File: src/rtl/sysid_check_pkg.sv
// rtl/sysid_check_pkg.sv - shared types and constants for the sysid check sequencer
package sysid_check_pkg;

    typedef enum logic [2:0] {
        ST_IDLE  = 3'd0,
        ST_RD_ID = 3'd1,
        ST_RD_TS = 3'd2,
        ST_CHECK = 3'd3,
        ST_DONE  = 3'd4
    } state_e;

    localparam logic SYSID_ADDR_ID = 1'b0;
    localparam logic SYSID_ADDR_TS = 1'b1;

    localparam int MISMATCH_W = 8;
    localparam int SETTLE_W   = 4;

    function automatic logic state_is_busy(input state_e s);
        return (s == ST_RD_ID) || (s == ST_RD_TS) || (s == ST_CHECK);
    endfunction

    function automatic logic state_is_read(input state_e s);
        return (s == ST_RD_ID) || (s == ST_RD_TS);
    endfunction

endpackage

File: src/rtl/sysid_settle_timer.sv
// rtl/sysid_settle_timer.sv - address settle counter, expires when count reaches SETTLE_CYCLES
module sysid_settle_timer
    import sysid_check_pkg::*;
#(
    parameter int unsigned SETTLE_CYCLES = 1
) (
    input  logic clock,
    input  logic reset,
    input  logic clear,
    input  logic enable,
    output logic expired
);

    localparam logic [SETTLE_W-1:0] SETTLE_LIMIT = SETTLE_W'(SETTLE_CYCLES);

    logic [SETTLE_W-1:0] count_q;
    logic [SETTLE_W-1:0] count_d;

    always_comb begin
        count_d = count_q;
        if (clear) begin
            count_d = '0;
        end else if (enable) begin
            count_d = count_q + 1'b1;
        end
    end

    always_ff @(posedge clock) begin
        if (reset) begin
            count_q <= '0;
        end else begin
            count_q <= count_d;
        end
    end

    assign expired = (count_q == SETTLE_LIMIT);

endmodule

File: src/rtl/sysid_check_sequencer.sv
// rtl/sysid_check_sequencer.sv - reads sysid ID/timestamp words and publishes match status
module sysid_check_sequencer
    import sysid_check_pkg::*;
#(
    parameter logic [31:0] EXPECTED_ID   = 32'd0,
    parameter logic [31:0] EXPECTED_TS   = 32'd1530840655,
    parameter int unsigned SETTLE_CYCLES = 1,
    parameter bit          AUTO_START    = 1'b1
) (
    input  logic                  clock,
    input  logic                  reset,
    input  logic                  start,
    output logic                  sysid_address,
    output logic                  sysid_read,
    input  logic [31:0]           sysid_readdata,
    output logic                  busy,
    output logic                  done,
    output logic                  id_ok,
    output logic                  ts_ok,
    output logic [31:0]           id_value,
    output logic [31:0]           ts_value,
    output logic [MISMATCH_W-1:0] mismatch_count
);

    localparam logic [MISMATCH_W-1:0] MISMATCH_MAX = {MISMATCH_W{1'b1}};

    state_e                  state_q, state_d;
    logic                    auto_pending_q, auto_pending_d;
    logic                    sysid_address_q, sysid_address_d;
    logic                    sysid_read_q, sysid_read_d;
    logic                    busy_q, busy_d;
    logic                    done_q, done_d;
    logic                    id_ok_q, id_ok_d;
    logic                    ts_ok_q, ts_ok_d;
    logic [31:0]             id_value_q, id_value_d;
    logic [31:0]             ts_value_q, ts_value_d;
    logic [MISMATCH_W-1:0]   mismatch_count_q, mismatch_count_d;
    logic                    settle_expired;

    // Restarting the count on every state change keeps each read phase at SETTLE_CYCLES + 1 cycles.
    sysid_settle_timer #(
        .SETTLE_CYCLES(SETTLE_CYCLES)
    ) u_settle_timer (
        .clock   (clock),
        .reset   (reset),
        .clear   (state_d != state_q),
        .enable  (state_is_read(state_q)),
        .expired (settle_expired)
    );

    always_comb begin
        state_d          = state_q;
        auto_pending_d   = auto_pending_q;
        id_ok_d          = id_ok_q;
        ts_ok_d          = ts_ok_q;
        id_value_d       = id_value_q;
        ts_value_d       = ts_value_q;
        mismatch_count_d = mismatch_count_q;

        case (state_q)
            ST_IDLE: begin
                if (start || auto_pending_q) begin
                    state_d = ST_RD_ID;
                end
            end
            ST_RD_ID: begin
                if (settle_expired) begin
                    id_value_d = sysid_readdata;
                    state_d    = ST_RD_TS;
                end
            end
            ST_RD_TS: begin
                if (settle_expired) begin
                    ts_value_d = sysid_readdata;
                    state_d    = ST_CHECK;
                end
            end
            ST_CHECK: begin
                id_ok_d = (id_value_q == EXPECTED_ID);
                ts_ok_d = (ts_value_q == EXPECTED_TS);
                if (((id_value_q != EXPECTED_ID) || (ts_value_q != EXPECTED_TS)) &&
                    (mismatch_count_q != MISMATCH_MAX)) begin
                    mismatch_count_d = mismatch_count_q + 1'b1;
                end
                state_d = ST_DONE;
            end
            ST_DONE: begin
                if (start) begin
                    id_ok_d = 1'b0;
                    ts_ok_d = 1'b0;
                    state_d = ST_RD_ID;
                end
            end
            default: state_d = ST_IDLE;
        endcase

        if (state_d == ST_RD_ID) begin
            auto_pending_d = 1'b0;
        end

        // Outputs are registered from the next state so they line up with the state they describe.
        busy_d          = state_is_busy(state_d);
        done_d          = (state_d == ST_DONE);
        sysid_read_d    = state_is_read(state_d);
        sysid_address_d = (state_d == ST_RD_TS) ? SYSID_ADDR_TS : SYSID_ADDR_ID;
    end

    always_ff @(posedge clock) begin
        if (reset) begin
            state_q          <= ST_IDLE;
            auto_pending_q   <= AUTO_START;
            sysid_address_q  <= SYSID_ADDR_ID;
            sysid_read_q     <= 1'b0;
            busy_q           <= 1'b0;
            done_q           <= 1'b0;
            id_ok_q          <= 1'b0;
            ts_ok_q          <= 1'b0;
            id_value_q       <= '0;
            ts_value_q       <= '0;
            mismatch_count_q <= '0;
        end else begin
            state_q          <= state_d;
            auto_pending_q   <= auto_pending_d;
            sysid_address_q  <= sysid_address_d;
            sysid_read_q     <= sysid_read_d;
            busy_q           <= busy_d;
            done_q           <= done_d;
            id_ok_q          <= id_ok_d;
            ts_ok_q          <= ts_ok_d;
            id_value_q       <= id_value_d;
            ts_value_q       <= ts_value_d;
            mismatch_count_q <= mismatch_count_d;
        end
    end

    assign sysid_address  = sysid_address_q;
    assign sysid_read     = sysid_read_q;
    assign busy           = busy_q;
    assign done           = done_q;
    assign id_ok          = id_ok_q;
    assign ts_ok          = ts_ok_q;
    assign id_value       = id_value_q;
    assign ts_value       = ts_value_q;
    assign mismatch_count = mismatch_count_q;

endmodule

File: config.mk
export PLATFORM = sky130hd
export DESIGN_NAME = sysid_check_sequencer
export DESIGN_NICKNAME = d
export VERILOG_FILES = /design/src/rtl/sysid_check_pkg.sv /design/src/rtl/sysid_settle_timer.sv /design/src/rtl/sysid_check_sequencer.sv
export SDC_FILE = /design/constraint.sdc
export NUM_CORES = 1
export LEC_CHECK = 0
export ABC_AREA = 1
export CORE_ASPECT_RATIO = 1.5
export CORE_MARGIN = 5
export CORE_UTILIZATION = 40
export CTS_CLUSTER_DIAMETER = 60
export DETAILED_ROUTE_END_ITERATION = 8
export GPL_TIMING_DRIVEN = 0
export HOLD_SLACK_MARGIN = 0.12
export PLACE_DENSITY = 0.76
export SYNTH_ARGS = -nofsm -noshare
export SYNTH_HDL_FRONTEND = slang
export SYNTH_HIERARCHICAL = 1
export SYNTH_SLANG_ARGS = --single-unit
File: constraint.sdc
create_clock -name clock -period 2 [get_ports clock]
set_input_delay 0.3 -clock clock [delete_from_list [all_inputs] [get_ports clock]]
set_output_delay 0.3 -clock clock [all_outputs]
set_load 0.05 [all_outputs]
==> results of run 1 <==
==> what timing repair did <==
item,CTS,global route
pin swaps,0,1
resized for setup,3,5
endpoints found under the setup margin,2,4
buffers inserted,0,1
==> stage by stage <==
| stage | cells | cell area (um2) |
|---|---|---|
| 2_1_floorplan | 478 | 3460 |
| 3_3_place_gp | 697 | 4720 |
| 3_5_place_dp | 697 | 4720 |
| 4_1_cts | 712 | 5000 |
| 5_1_grt | 713 | 5020 |
| 6_report | 713 | 5020 |
==> registers in the layout, indices dropped and copies added, names as in the netlist <==
| name | count |
|---|---|
| done | 1 |
| id_value | 32 |
| mismatch_count | 8 |
| sysid_address | 1 |
| ts_value | 32 |
| sysid_read | 1 |
| id_ok | 1 |
| state_q | 3 |
| auto_pending_q | 1 |
| busy | 1 |
| u_settle_timer/count_q | 4 |
| ts_ok | 1 |
==> metal layers <==
| metal | routed length (um) | GRT usage [%] |
|---|---|---|
| met5 | 0 | 0 |
| met3 | 485 | 3.18 |
| met1 | 3960 | 20.4 |
| met4 | 394 | 12.6 |
| met2 | 5090 | 34.4 |
==> cells in the final DEF (no fill, tap or decap) <==
| cell type | instances |
|---|---|
| nor2_1 | 162 |
| clkdlybuf4s50_1 | 112 |
| dfxtp_1 | 85 |
| o21ai_1 | 64 |
| nand2_1 | 54 |
| a21oi_1 | 22 |
| inv_1 | 20 |
| nand3_1 | 13 |
| clkbuf_1 | 11 |
| inv_2 | 9 |
| buf_2 | 9 |
| clkbuf_16 | 9 |
| xor2_1 | 5 |
| nand2_2 | 4 |
| o21ai_0 | 3 |
| ha_1 | 3 |
| nor3_2 | 2 |
| nand4_1 | 2 |
| buf_1 | 2 |
| clkbuf_8 | 2 |
| nor2_2 | 2 |
| buf_8 | 1 |
| nand3_2 | 1 |
| o21ai_2 | 1 |
| o211ai_1 | 1 |
| nor3b_2 | 1 |
| nor3_4 | 1 |
| a21oi_4 | 1 |
| clkinv_2 | 1 |
| nor3b_4 | 1 |
| dfxtp_2 | 1 |
| buf_4 | 1 |
==> kinds of logic (layout without fill, tap and decap cells) <==
kind of cell | after synthesis | count (layout)
flip-flops | 86 | 86
XOR/XNOR | 5 | 5
adder cells (fa/ha/maj) | 3 | 3
AO/OA/AOI/OAI | 92 | 92
buffers and inverters | 49 | 177
AND/OR/NAND/NOR | 243 | 243
==> how the worst max path moves through the flow <==
stage | from | end | cells past startpoint
finish | mismatch_count[6] | mismatch_count[6] | 1
global route | u_settle_timer/count_q[0] | u_settle_timer/count_q[0] | 10
CTS | u_settle_timer/count_q[1] | u_settle_timer/count_q[1] | 11
detailed placement | reset | ts_value[22] | 6
global placement | reset | ts_value[22] | 6
floorplan | mismatch_count[0] | mismatch_count[6] | 7
==> report_power, final <==
| group | internal, W | total (W) | switching (W) |
|---|---|---|---|
| clock | 0.000901 | 0.00152 | 0.000617 |
| combinational | 0.000307 | 0.000838 | 0.000532 |
| sequential | 0.00180 | 0.00186 | 0.0000616 |
| total | 0.00300 | 0.00421 | 0.00121 |
==> area by class of cell <==
type	instances	share of cell area (%)
Clock inverter	1	0.0996
Tap cell	107	2.66
Timing Repair Buffer	113	22.5
Inverter	29	2.17
Buffer	20	1.94
Multi-Input combinational cell	343	31.1
Sequential cell	86	34.3
Clock buffer	14	5.26
==> metrics, run 1 <==
status=finished, final reports clean; crit path time final=1.92 ns; Setup Total Neg Slack=0 ns; critical path cell sequence=clkdlybuf4s50_1; Sequential cell area=1720 um2; xor/xnor cell area share of the yosys netlist=1.26%; io pins=113; CTS Buffer Depth=2; H-tree depth=3; CP endpoint kind=output pin; pre-CTS setup slack=-0.119 ns; Worst Hold Launch=auto_pending_q; FMAX=roughly 0.52 GHz; dpl hpwl=a little under 8 mm; CP Data Arrival Time=1.62 ns; area growth from synthesis to layout=45.0%; core area=8460 um2; clock-pin slew on the worst setup and hold paths=0.06 ns; post-synthesis cell area=3460 um2; vias post-DR=3420; post-route ant nets=0; multiplexer share of the synthesized area=0%; main combinational cell family by area after synthesis=simple AND/OR/NAND/NOR gates; Power, Total=0.00421 W; Slew headroom=62.3%; Core Util, Final=59.3%; worst hold margin=0.455 ns; vias in the first global route=~3400; register area share after synthesis=49.7%; Synth Area in Compound Gates=13.7%; total CTS buffers=9; Critical Path RT=1.70 ns; CTS root buf=clkbuf_16; number of flops mapped to enable cells by yosys=0; WS Path Type=reg2out; area of the multi-input gates=1560 um2; Max Cap Viol=0; Worst Tran Pin Value=0.564 ns; TritonRoute pass-1 iters=4; Synth Area in Simple Gates=28.6%; post-synthesis cell count=around 480; reg-to-reg slack, setup=0.17 ns; CTS sink cnt=86; hold buffers post-CTS=0; final wirelength=9.94 mm; row count=41; DIE AREA=between 10000 and 15000 um2; CTS tree=yes; Die X-Extent=86.0 um; DRT iter0 DRCs=~160; first-pass GRT wire length=15.8 mm; WP buf/inv=1; largest net degree at the start of global routing=13; r2r startpoint=u_settle_timer/count_q[1]; Clk Latency, worst-skew pair=0.33 ns; I/O Buffers=112; top-count cell post-synth=nor2_1; Post-synth top cells=nor2_1, dfxtp_1, o21ai_1; Slew Limit Fails=0; FF+latch count, synth=between 80 and 90; worst min path class=reg2reg; largest cells by area after synthesis=dfxtp_1, nor2_1, o21ai_1; Main synth FF type=dfxtp_1; gpl congestion=slightly above 0.8; DRC Markers=0; # setup viols final=0; Pleak=1.94 nW; Post-layout nets=640; Die Y=124 um; reg2reg path depth=11; Synth Warn #=6; layout cell share with drive strength beyond 1=a little under 8%; Worst Setup Start Kind=flip-flop; Async SR Flop Fraction=0%; Initial Util=40.9%; routed len/inst=between 10 and 15 um; skew final=0.00429 ns; peak per-stage delay on the critical path=0.84 ns; hold worst-path end=auto_pending_q; diode count=0; Final WS setup=0.0846 ns; initial antenna violation count=0; worst hold stages=2; Final Hold Fails=0; Final period util=between 90% and 100%; CP delay by family, top=buffers and inverters; peak supply drop=0.575 mV; Adder-Cell Fraction of Synth Area=1.08%; pwr/cell area=between 800 and 900 nW/um2; Synth Area per Inst=7.25 um2; Synth top area share=49.7%; CP max-delay cell=clkdlybuf4s50_1; crit-path max FO=6; Syn Nets=516; routed vias/inst=roughly 4.8; Total GRT Usage=a little under a fifth; Filler cells=805; total grt overflow=0; reg-to-reg endpoint=u_settle_timer/count_q[1]; Netlist cell types=25; cell taking the most area after synthesis=dfxtp_1
No activity file was read; power rests on OpenSTA's default activity.
==> run 2: changes to the inputs <==
RECOVER_POWER = 100   (was not set)
SLEW_MARGIN = 20   (was not set)
==> metrics, run 2 (synthesis gave the netlist of run 1 again) <==
clock-pin slew on the worst setup and hold paths=0.06 ns; commonest non-fill, non-tap cells in the layout=nor2_1, clkdlybuf4s50_1, dfxtp_1; grt peak-use layer=met2; skew final=0.00435 ns; # setup viols final=0; TritonRoute pass-1 iters=4; CP Data Arrival Time=1.62 ns; Sequential cell area=1720 um2; vias in the first global route=3419; Worst Setup Start Kind=flip-flop; diode count=0; Final Hold Fails=0; gpl congestion=0.809; DRC Markers=0; total grt overflow=0; crit path time final=1.92 ns; Max Cap Viol=0; CTS root buf=clkbuf_16; Critical Path RT=1.70 ns; CP endpoint kind=output pin; CTS sink cnt=86; CTS Buffer Depth=2; vias post-DR=~3400; Slew headroom=62.2%; routed len/inst=~14 um; total CTS buffers=9; reg-to-reg slack, setup=0.18 ns; placed inst area=4720 um2; io pins=~110; Worst Tran Pin Value=0.565 ns; final wirelength=9.92 mm; pwr/cell area=840 nW/um2; worst min path class=reg2reg; Post-layout nets=640; area of the multi-input gates=1550 um2; dpl hpwl=7.71 mm; DRT iter0 DRCs=178; crit-path max FO=6; layout cell share with drive strength beyond 1=7.43%; critical path cell sequence=clkdlybuf4s50_1; Die X-Extent=86.0 um; Pleak=approximately 1.9 nW; peak supply drop=between 0.5 and 0.6 mV; post-route ant nets=0; GRT met3 Usage=3.18%; met2 Use GR=34.4%; row count=41; CP max-delay cell=clkdlybuf4s50_1; Setup Total Neg Slack=0 ns; core area=around 8500 um2; WS Path Type=reg2out; WP buf/inv=1; largest net degree at the start of global routing=13; Die Y=124 um; initial antenna violation count=0; DIE AREA=10700 um2; met1 usage=a little over 20%; status=finished, final reports clean; final instance area=5010 um2; routed vias/inst=~4.8; area growth from synthesis to layout=44.7%; Filler cells=807; Initial Util=40.9%; CTS tree=yes; Total GRT Usage=19.2%; peak per-stage delay on the critical path=0.84 ns; Final period util=95.8%; FMAX=between 0.5 and 0.6 GHz; I/O Buffers=112; first-pass GRT wire length=15.8 mm; H-tree depth=3; Clk Latency, worst-skew pair=around 0.33 ns; most common cell after layout, fill and taps aside=nor2_1; Slew Limit Fails=0; CP delay by family, top=buffers and inverters
-- run 2: power by group --
part	total [W]	internal, W	switching, W
sequential	0.00186	0.00180	0.0000612
clock	0.00152	0.000901	0.000616
combinational	0.000835	0.000306	0.000529
-- run 2: metal layers --
layer	wire length, um	share of wire [%]
met5	0	0
met4	394	4.0
met3	470	4.7
met2	5100	51
met1	3960	40
-- run 2: worst reg2reg max path, stage by stage (launching register included) --
cell and delay [ns]:
dfxtp_2 0.35, inv_1 0.05, ha_1 0.18, nor3b_4 0.17, nand2_2 0.12, buf_8 0.15, nand3_2 0.10, o21ai_2 0.12
o211ai_1 0.11, nor2_2 0.14, o21ai_0 0.12, a21oi_1 0.13
-- run 2: final timing paths --
path                                  start                         to  depth (start not counted)
setup reg to reg  u_settle_timer/count_q[1]  u_settle_timer/count_q[1]                         11
hold reg to reg              auto_pending_q             auto_pending_q                          2
setup / recovery          mismatch_count[6]          mismatch_count[6]                          1
hold / removal               auto_pending_q             auto_pending_q                          2
-- run 2: metrics by stage --
step | power (W) | util, % | setup WS (ns) | hold WS, ns | instances
floorplan | 0.00241 | - | 0.165 | 0.369 | 478
global route | 0.00439 | 59.2 | -0.0200 | 0.486 | 713
CTS | 0.00423 | 59.0 | 0.0452 | 0.460 | 712
finish | 0.00421 | 59.2 | 0.0846 | 0.454 | 713
detailed placement | 0.00271 | 55.8 | -0.119 | 0.452 | 697
global placement | 0.00270 | 55.8 | -0.126 | 0.447 | 697
-- run 2: layout make-up --
type | count | share of cell area [%]
Multi-Input combinational cell | 343 | 31.0
Timing Repair Buffer | 113 | 22.5
Clock buffer | 14 | 5.27
Clock inverter | 1 | 0.0999
Buffer | 20 | 1.95
Tap cell | 107 | 2.67
Sequential cell | 86 | 34.4
Inverter | 29 | 2.17
-- run 2: timing repair --
action / CTS / global route
setup buffers: 0 / 1
pin swaps: 0 / 1
hold buffers: 0 / 0
setup endpoints to repair: 2 / 4
resized for setup: 3 / 5
